`src/rtl/uart_tx_arbiter.sv`:
```
// Round-robin arbiter that shares one UART transmitter among NUM_REQ requesters.
// Optional transfer watchdog is enabled by defining UART_ARB_WATCHDOG_EN.
module uart_tx_arbiter #(
    parameter int NUM_REQ     = 4,
    parameter int WDOG_CYCLES = 65535
) (
    input  logic                 CLOCK,
    input  logic                 RESET,
    input  logic [NUM_REQ-1:0]   REQ,
    input  logic [8*NUM_REQ-1:0] REQ_DATA,
    output logic [NUM_REQ-1:0]   GRANT,
    output logic [NUM_REQ-1:0]   DONE,
    output logic                 TXBegin,
    output logic [7:0]           TX_DATA,
    input  logic                 TXComplete,
    output logic                 BUSY,
    output logic                 TIMEOUT
);

    localparam int IDX_W = (NUM_REQ > 1) ? $clog2(NUM_REQ) : 1;

    typedef enum logic [1:0] {
        IDLE    = 2'd0,
        START   = 2'd1,
        WAIT    = 2'd2,
        RELEASE = 2'd3
    } state_t;

    state_t             state_r;
    state_t             state_s;
    logic [IDX_W-1:0]   last_r;
    logic [IDX_W-1:0]   owner_r;
    logic [IDX_W-1:0]   pick_s;
    logic [NUM_REQ-1:0] grant_r;
    logic [NUM_REQ-1:0] done_r;
    logic               txbegin_r;
    logic               busy_r;
    logic [7:0]         tx_data_r;
    logic               wdog_hit_s;

    // Scan from last+1 upward with wrap; descending loop lets the nearest requester win.
    function automatic logic [IDX_W-1:0] rr_pick(input logic [NUM_REQ-1:0] req,
                                                 input logic [IDX_W-1:0]   last);
        logic [IDX_W-1:0] pick;
        int               idx;
        pick = last;
        for (int k = NUM_REQ; k >= 1; k--) begin
            idx = (int'(last) + k) % NUM_REQ;
            if (req[idx]) begin
                pick = IDX_W'(idx);
            end else begin
                pick = pick;
            end
        end
        return pick;
    endfunction

    function automatic logic [NUM_REQ-1:0] onehot(input logic [IDX_W-1:0] idx);
        logic [NUM_REQ-1:0] v;
        v = '0;
        v[idx] = 1'b1;
        return v;
    endfunction

`ifdef UART_ARB_WATCHDOG_EN
    localparam logic [15:0] WDOG_LIMIT = 16'(WDOG_CYCLES - 1);
    logic [15:0] wdog_r;
    logic        timeout_r;

    assign wdog_hit_s = (wdog_r == WDOG_LIMIT);

    // Watchdog counter: cleared on the START->WAIT edge, counts each WAIT cycle.
    always_ff @(posedge CLOCK or posedge RESET) begin
        if (RESET) begin
            wdog_r    <= 16'h0000;
            timeout_r <= 1'b0;
        end else begin
            timeout_r <= (state_r == WAIT) && wdog_hit_s && !TXComplete;
            if (state_r == START) begin
                wdog_r <= 16'h0000;
            end else if (state_r == WAIT) begin
                wdog_r <= wdog_r + 16'h0001;
            end else begin
                wdog_r <= wdog_r;
            end
        end
    end

    assign TIMEOUT = timeout_r;
`else
    assign wdog_hit_s = 1'b0;
    assign TIMEOUT    = 1'b0;
`endif

    // Combinational winner selection for the IDLE cycle.
    always_comb begin
        pick_s = rr_pick(REQ, last_r);
    end

    // State register.
    always_ff @(posedge CLOCK or posedge RESET) begin
        if (RESET) begin
            state_r <= IDLE;
        end else begin
            state_r <= state_s;
        end
    end

    // Next-state logic; TXComplete only matters while waiting.
    always_comb begin
        state_s = state_r;
        case (state_r)
            IDLE: begin
                if (|REQ) state_s = START;
                else      state_s = IDLE;
            end
            START:   state_s = WAIT;
            WAIT: begin
                if (TXComplete || wdog_hit_s) state_s = RELEASE;
                else                          state_s = WAIT;
            end
            RELEASE: state_s = IDLE;
            default: state_s = IDLE;
        endcase
    end

    // Registered outputs, owner capture and round-robin pointer.
    always_ff @(posedge CLOCK or posedge RESET) begin
        if (RESET) begin
            grant_r   <= '0;
            done_r    <= '0;
            txbegin_r <= 1'b0;
            busy_r    <= 1'b0;
            tx_data_r <= 8'h00;
            owner_r   <= '0;
            last_r    <= IDX_W'(NUM_REQ - 1);
        end else begin
            txbegin_r <= (state_s == START);
            busy_r    <= (state_s != IDLE);
            done_r    <= (state_s == RELEASE) ? grant_r : '0;
            if ((state_r == IDLE) && (state_s == START)) begin
                grant_r   <= onehot(pick_s);
                owner_r   <= pick_s;
                tx_data_r <= REQ_DATA[int'(pick_s)*8 +: 8];
            end else if (state_r == RELEASE) begin
                grant_r <= '0;
                last_r  <= owner_r;
            end else begin
                grant_r <= grant_r;
            end
        end
    end

    assign GRANT   = grant_r;
    assign DONE    = done_r;
    assign TXBegin = txbegin_r;
    assign TX_DATA = tx_data_r;
    assign BUSY    = busy_r;

endmodule

```
`config.mk`:
```
export PLATFORM = sky130hd
export DESIGN_NAME = uart_tx_arbiter
export DESIGN_NICKNAME = d
export VERILOG_FILES = /design/src/rtl/uart_tx_arbiter.sv
export SDC_FILE = /design/constraint.sdc
export NUM_CORES = 1
export LEC_CHECK = 0
export BUFFER_PORTS_ARGS = -buffer_cell sky130_fd_sc_hd__clkbuf_2
export CAP_MARGIN = 5
export CORE_ASPECT_RATIO = 1.1
export CORE_MARGIN = 2
export CORE_UTILIZATION = 45
export CTS_CLUSTER_SIZE = 24
export DETAILED_ROUTE_END_ITERATION = 6
export PLACE_DENSITY = 0.81
export RECOVER_POWER = 50
export REMOVE_ABC_BUFFERS = 1
export SETUP_SLACK_MARGIN = 0.5
export SYNTH_ARGS = -nofsm -noshare
export SYNTH_HDL_FRONTEND = slang
export SYNTH_SLANG_ARGS = --single-unit
```
`constraint.sdc`:
```
create_clock -name CLOCK -period 2 [get_ports CLOCK]
set_input_delay 0.4 -clock CLOCK [delete_from_list [all_inputs] [get_ports CLOCK]]
set_output_delay 0.4 -clock CLOCK [all_outputs]
set_load 0.02 [all_outputs]
```
After elaboration in Yosys (flattened, before gate mapping)
Cells that the tools add are included.
{"block": "op_classes", "bitwise": 5, "n_lt_le_gt_ge": 6, "shifts": 1, "addsub": 4, "mux": 24, "n_eq_ne": 5, "reduce_logical": 11}
{"cell": "$shiftx 32x6->8", "n": 1}
{"cell": "$lt 3x4->1 const B", "n": 4}
{"cell": "$mux 4", "n": 3}
{"cell": "$mux 1", "n": 11}
{"cell": "$bmux 1 s2", "n": 4}
{"cell": "$mux 2", "n": 4}
{"cell": "$pmux 2 s4", "n": 1}
{"cell": "$reduce_or 2->1", "n": 4}
{"cell": "$eq 2x2->1 const B", "n": 3}
{"cell": "$add 2x1->2 const B", "n": 2}
{"cell": "$add 2x2->2 const B", "n": 2}
{"cell": "$and 1x1->1 const A", "n": 4}
{"cell": "$eq 2x1->1 const B", "n": 2}
{"cell": "$reduce_bool 2->1", "n": 2}
{"cell": "$reduce_or 4->1", "n": 1}
{"cell": "$lt 2x3->1 const B", "n": 1}
{"cell": "$demux 1 s2", "n": 1}
{"cell": "$ge 2x1->1 const B", "n": 1}
{"cell": "$logic_and 1x1->1", "n": 2}
{"cell": "$logic_not 2->1", "n": 1}
{"cell": "$reduce_and 2->1", "n": 1}
{"cell": "$not 1->1", "n": 1}
{"block": "totals", "ff_bits": 24, "elab_cells": 64}

Logic depth before layout (Yosys ltp)
Gate-level depths: netlist (run 1).
{"block": "depth", "ltp_word": 15, "depth_mapped": 8, "ltp_nobuf": 7}

Worst setup path after synthesis (run 1)
OpenSTA, ideal clock, no wires.
{"block": "synth_path", "path_kind": "register -> register", "start": "reg state_r[0]", "end": "reg tx_data_r[4] (netlist: TX_DATA[4])", "path_slack_ns": 0.380, "arrival_time_ns": 1.491, "required_ns": 1.871, "stages_incl_launch_ff": 9, "path_cell_list": "dfrtp_1 -> inv_1 -> ha_1 -> a21oi_1 -> a31oi_4 -> nand3b_4 -> buf_6 -> a221oi_2 -> a31oi_1"}
{"block": "synth_between", "elab_chain_len": 4}
{"element": "start, declared", "line_no": "29", "rtl": "state_t state_r;"}
{"element": "start signal, assigned", "line_no": "105", "rtl": "state_r <= state_s;"}
{"element": "$eq 2x2->1 (tied with other cells)", "line_no": "112", "rtl": "case (state_r)"}
{"element": "$pmux 2 s4 (*)", "line_no": "112"}
{"element": "net state_s[0]", "line_no": "30", "rtl": "state_t state_s;"}
{"element": "$eq 2x1->1 (*)", "line_no": "141", "rtl": "if ((state_r == IDLE) && (state_s == START)) begin"}
{"element": "$logic_and 1x1->1 (*)", "line_no": "141"}
{"element": "end signal, assigned", "line_no": "144", "rtl": "tx_data_r <= REQ_DATA[int'(pick_s)*8 +: 8];"}
{"element": "end, declared", "line_no": "38", "rtl": "logic [7:0] tx_data_r;"}
The timed path passes the listed nets; every way through them passes the cells marked *.
A chain may end at the register's enable or synchronous reset.

Final worst setup path (run 1)
{"block": "layout_path", "start": "reg last_r[0]", "end": "reg tx_data_r[0] (netlist: TX_DATA[0])"}
{"block": "layout_between", "elab_chain_len": 9}
{"element": "start, declared", "line_no": "31", "rtl": "logic [IDX_W-1:0] last_r;"}
{"element": "start signal, assigned", "line_no": "136", "rtl": "last_r <= IDX_W'(NUM_REQ - 1);"}
{"element": "start signal, assigned", "line_no": "147", "rtl": "last_r <= owner_r;"}
{"element": "$add 2x1->2", "line_no": "48", "rtl": "idx = (int'(last) + k) % NUM_REQ;"}
{"element": "$bmux 1 s2", "line_no": "49", "rtl": "if (req[idx]) begin"}
{"element": "$mux 1 (not written as such) (2 in series)", "line_no": "49"}
{"element": "$mux 2 (3 in series)", "line_no": "49"}
{"element": "$mux 2 (*)", "line_no": "49"}
{"element": "$shiftx 32x6->8 (*)", "line_no": "144"}
Every way passes the cells marked *; elsewhere a longest branch is shown, timed or not. The select of a mux whose other input is x is not followed.

==> results of run 1 <==
-- cell usage after synthesis (all sizes together), types with 2 or more instances --
library cell  count  share of area (%)
buf               8                5.0
mux2              2                1.7
nand3b            5                3.8
and3              4                1.9
nand3            18                6.8
dfstp             2                3.9
nand2             8                2.3
nor2             10                3.0
a221oi            8                6.2
nor2b             5                2.9
nand2b            2               0.94
dfrtp            22                 41
a31oi             9                5.4
ha                4                3.8
inv               3               0.85
o21ai             5                1.9
-- registers in the layout (all words and copies together) (netlist names) --
name,cells
state_r,2
GRANT,4
TX_DATA,8
owner_r,2
BUSY,1
last_r,2
DONE,4
TXBegin,1
-- logic make-up (layout without fill, tap and decap cells) --
kind of cell / count (synthesis) / after routing
buffers and inverters: 11 / 81
muxes: 2 / 2
AOI/OAI and AO/OA: 29 / 31
adders and majority gates: 4 / 4
other: 1 / 1
DFF: 24 / 24
and+or+nand+nor: 56 / 58
-- final cells by class --
class,instances,area share (%)
Multi-Input combinational cell,96,43.5
Sequential cell,24,29.8
Timing Repair Buffer,74,21.5
Tap cell,33,2.04
Clock inverter,1,1.48
Clock buffer,3,1.11
Inverter,3,0.557
-- stage by stage --
stage          std cells  power (W)  hold WS (ns)
2_1_floorplan        119    0.00175         0.413
3_3_place_gp         210    0.00209         0.379
4_1_cts              226    0.00287        0.0296
6_report             234    0.00320        0.0191
5_1_grt              234    0.00337        0.0568
3_5_place_dp         210    0.00216         0.388
-- worst max path at each step --
| stage | startpoint | endpoint | depth (start not counted) |
|---|---|---|---|
| after detailed placement | state_r[0] | TX_DATA[5] | 7 |
| after global placement | state_r[0] | TX_DATA[5] | 7 |
| after CTS | state_r[0] | TX_DATA[4] | 7 |
| after global routing | state_r[0] | TX_DATA[0] | 5 |
| after floorplan | state_r[0] | TX_DATA[0] | 7 |
| final | last_r[0] | TX_DATA[0] | 6 |
-- power groups by stage --
| stage | Combinational [W] | Clock [W] | Sequential [W] |
|---|---|---|---|
| global route | 0.00212 | 0.000379 | 0.000870 |
| finish | 0.00199 | 0.000361 | 0.000852 |
| CTS | 0.00167 | 0.000355 | 0.000845 |
| detailed placement | 0.00129 | 0 | 0.000869 |
| global placement | 0.00124 | 0 | 0.000856 |
| floorplan | 0.000744 | 0 | 0.00101 |
-- critical path, cell delays in order, from the launching register on --
cell	delay (ns)
dfstp_2	0.66
nor2b_4	0.08
o21ai_2	0.17
o31ai_4	0.13
buf_12	0.16
a221oi_4	0.28
a31oi_1	0.14
-- what timing repair did --
action,CTS,global route
endpoints found under the setup margin,14,20
resized for setup,23,11
hold buffers,0,0
cloned,3,2
endpoints found under the hold margin,0,0
pin swaps,6,14
buffers inserted,9,6
-- metal layers --
metal / part of all wire, % / global-route usage, % / up-vias
met1: 38 / 27.5 / 685
li1: - / - / 634
met4: 2.8 / 9.18 / 0
met5: 0 / 0 / -
met3: 6.6 / 2.94 / 12
met2: 53 / 43.2 / 64
==> results.yml, run 1 <==
clock_tree:
  clock-sinks: 24
  cts_tree: "built"
  clockBufferDepth: 2
  htree_levels: 1
  path_clk_slew_ns: 0.14
  cts_made_buffers: 3
  root_buffer: "clkbuf_4"
  insertion_delay_ns: 0.32
setup_path:
  worstPathRequired_ns: 2.21
  r2r_cells: 6
  crit_fanout: 6
  r2r-end: "TX_DATA[0]"
  critPathKind: "flip-flop to flip-flop"
  critPathLaunchType: "flip-flop"
  end_kind: "flip-flop"
  r2r-start: "last_r[0]"
  rrSetupSlack_ns: 0.25
  cp.arrival_ns: 1.96
final_layout:
  register_area_um2: 603
  antenna_cells: 0
  area_delta_synth_final_pct: 52.0
  nFillCells: 204
  fin_area_um2: 2020
  final_common_cell: "clkbuf_2"
  fin_nets: 245
  multiInputGateArea_um2: 880
  fin_util_pct: 72.2
  drive_gt1_share_pct: 53.7
  final_cell_mix: "51 x clkbuf_2, 22 x dfrtp_1, 18 x nand3_1"
die:
  core_area_um2: 2800
  io_pins: 58
  die_h_um: 61.0
  dieWidth_um: 55.9
  die_area_um2: 3410
  start_util_pct: 47.5
  rows: 20
synthesis:
  synth_edf_count: 0
  synthCells: 127
  syn_area_per_cell_um2: 10.5
  synth_top_family_by_area: "simple AND/OR/NAND/NOR gates"
  synth_warnings: 0
  synth_compound_area_share_pct: 19.4
  yosysUniqueCellTypes: 35
  synth-xor-area-share_pct: 0
  synth-main-ff-cell: "dfrtp_1"
  synthMuxAreaShare_pct: 1.69
  synth-simple-area-share_pct: 23.8
  async_flop_share_pct: 100
  synthAdderAreaFrac_pct: 3.76
  ys_seq_area_share_pct: 45.3
  ys_ff_latch: 24
  syn_area_um2: 1330
route:
  via_per_inst: 5.96
  ant_nets: 0
  wl_per_cell_um: 18.8
  via_count: 1395
  drtPass1Iterations: 4
  drt_wl_total_mm: 4.39
  drcViolationCount: 0
  drt_iter0_markers: 104
sta:
  setup_violations: 0
  slew_violations: 0
  finalCriticalPeriod_ns: 1.75
  final.setup.tns_ns: 0
  tightestPinTransition_ns: 0.721
  hold_viol: 0
  worst_slack_ns: 0.250
  clock_skew_ns: 0.00535
  finalCritPeriodShare_pct: 87.5
  rsz0062_at_grt: "yes"
  fmax_ghz: 0.571
  maxSlewHeadroom_pct: 51.9
outcome:
  outcome: "finished, final reports clean"
grt:
  overflow: 0
  grt_usage_pct: 23.0
  first_global_vias: 1277
  antenna_found_initial: 0
  grt_max_degree: 20
  grt_pass1_wl_mm: 6.05
place:
  dpl_cell_area_um2: 1600
  io_buffers: 56
  place.gp.congestion: 0.759
  hpwlAfterDp_mm: 2.40
  dp_slack_ns: 0.143
flow_run:
  cap_violations: 0
min_path:
  hold_class: "input pin to async pin"
pwr:
  p_int_w: 0.00177
  powerDensity_nw_per_um2: 1580
  pwr-share-clk_pct: 11.3
  ir_drop_v: 0.000890
  p_sw_share_pct: 44.6
  leakagePower_nw: 0.985
  switching_power_w: 0.00143
  p_seq_share_pct: 26.6
  p_comb_share_pct: 62.1
Note: power is estimated with default switching activity, not from simulation.
==> inputs of run 2 (changes only) <==
--- a/config.mk
+++ b/config.mk
@@ -12,6 +12,7 @@
 export CORE_UTILIZATION = 45
 export CTS_CLUSTER_SIZE = 24
 export DETAILED_ROUTE_END_ITERATION = 6
+export HOLD_SLACK_MARGIN = 0.08
 export PLACE_DENSITY = 0.81
 export RECOVER_POWER = 50
 export REMOVE_ABC_BUFFERS = 1
==> results.yml, run 2 (synthesis gave the netlist of run 1 again) <==
setup_path:
  worstPathRequired_ns: 2.21
  crit_fanout: 6
  r2r-end: "TX_DATA[0]"
  r2r_cells: 6
  critPathLaunchType: "flip-flop"
  r2r-start: "last_r[0]"
  cp.arrival_ns: 1.96
  rrSetupSlack_ns: 0.25
  end_kind: "flip-flop"
  critPathKind: "flip-flop to flip-flop"
route:
  via_per_inst: 5.93
  drt_iter0_markers: 118
  drt_wl_total_mm: 4.40
  via_count: 1393
  detailroute.wirelength.met2_mm: 2.32
  wirelength_met1_mm: 1.64
  wl_per_cell_um: 18.7
  drtPass1Iterations: 4
  ant_nets: 0
  drcViolationCount: 0
  top_layer: "met4"
  met3_length_um: 318
final_layout:
  final_common_cell: "clkbuf_2"
  area_delta_synth_final_pct: 52.7
  antenna_cells: 0
  fin_nets: 246
  nFillCells: 202
  largest_register_ffs: 8
  drive_gt1_share_pct: 53.5
  final_cell_mix: "51 x clkbuf_2, 22 x dfrtp_1, 18 x nand3_1"
die:
  dieWidth_um: 55.9
  start_util_pct: 47.5
  die_h_um: 61.0
  die_area_um2: 3410
  core_area_um2: 2800
  io_pins: 58
  rows: 20
min_path:
  hold_class: "input pin to flip-flop"
  min_to: "TX_DATA[2]"
  min_from: "REQ_DATA[10]"
  hold_depth: 3
grt:
  first_global_vias: 1277
  grt_usage_pct: 23.0
  grt_max_degree: 20
  overflow: 0
  grt_pass1_wl_mm: 6.05
  antenna_found_initial: 0
place:
  hpwlAfterDp_mm: 2.40
  io_buffers: 56
  place.gp.congestion: 0.759
sta:
  hold_viol: 0
  maxSlewHeadroom_pct: 52.0
  slew_violations: 0
  clock_skew_ns: 0.00236
  fmax_ghz: 0.572
  setup_violations: 0
  finalCritPeriodShare_pct: 87.4
  finalCriticalPeriod_ns: 1.75
  rsz0062_at_grt: "yes"
  final.setup.tns_ns: 0
  tightestPinTransition_ns: 0.720
outcome:
  outcome: "finished, final reports clean"
pwr:
  power_w: 0.00320
  leakagePower_nw: 0.989
  powerDensity_nw_per_um2: 1570
  ir_drop_v: 0.000890
flow_run:
  cap_violations: 0
clock_tree:
  insertion_delay_ns: 0.33
  htree_levels: 1
  root_buffer: "clkbuf_4"
  clock-sinks: 24
  cts_made_buffers: 3
  path_clk_slew_ns: 0.14
  cts_tree: "built"
  clockBufferDepth: 2
run 2: per-layer routing:
layer,GRT usage [%],up-vias
met1,27.5,675
li1,-,636
met5,0,-
met4,9.18,0
met3,2.94,11
met2,43.2,71
run 2: repair_timing:
item,CTS,global route
setup endpoints to repair,14,20
gates resized for setup,23,11
buffers inserted,9,6
cloned,3,2
pin swaps,6,14
hold endpoints to repair,8,0
hold buffers,1,0
run 2: worst max-delay path by stage:
stage / startpoint / cells past startpoint / end / slack, ns
after floorplan: state_r[0] / 7 / TX_DATA[0] / 0.39
after global placement: state_r[0] / 7 / TX_DATA[5] / 0.22
after detailed placement: state_r[0] / 7 / TX_DATA[5] / 0.14
after CTS: state_r[0] / 7 / TX_DATA[4] / 0.38
after global routing: RESET / 4 / TX_DATA[1] / 0.15
final: last_r[0] / 6 / TX_DATA[0] / 0.25
run 2: area by class of cell:
type | instances | area, um^2 | share of cell area [%]
inverter | 3 | 11.3 | 0.554
tap | 33 | 41.3 | 2.03
clock inverter | 1 | 30.0 | 1.48
timing repair buffer | 75 | 445 | 21.9
sequential | 24 | 603 | 29.7
clock buffer | 3 | 22.5 | 1.11
multi-input combinational | 96 | 880 | 43.3
run 2: worst max-delay path: stages, from the launching register on:
cell and delay [ns]:
dfstp_2 0.66, nor2b_4 0.08, o21ai_2 0.18, o31ai_4 0.13, buf_12 0.16, a221oi_4 0.28
a31oi_1 0.14
run 2: power breakdown:
group	internal (W)	total [W]	leakage, nW	switching [W]
logic	0.000869	0.00199	0.667	0.00112
clock network	0.000203	0.000360	0.0279	0.000157
registers	0.000704	0.000852	0.294	0.000149
run 2: through the flow:
step | hold WS, ns | std cells | instance area (um^2) | utilization (%) | worst slack (ns)
2_1_floorplan | 0.413 | 119 | 1260 | - | 0.389
3_3_place_gp | 0.379 | 210 | 1600 | 57.1 | 0.217
3_5_place_dp | 0.388 | 210 | 1600 | 57.1 | 0.143
4_1_cts | 0.301 | 227 | 1890 | 67.3 | 0.380
5_1_grt | 0.312 | 235 | 2030 | 72.5 | 0.154
6_report | 0.295 | 235 | 2030 | 72.5 | 0.251
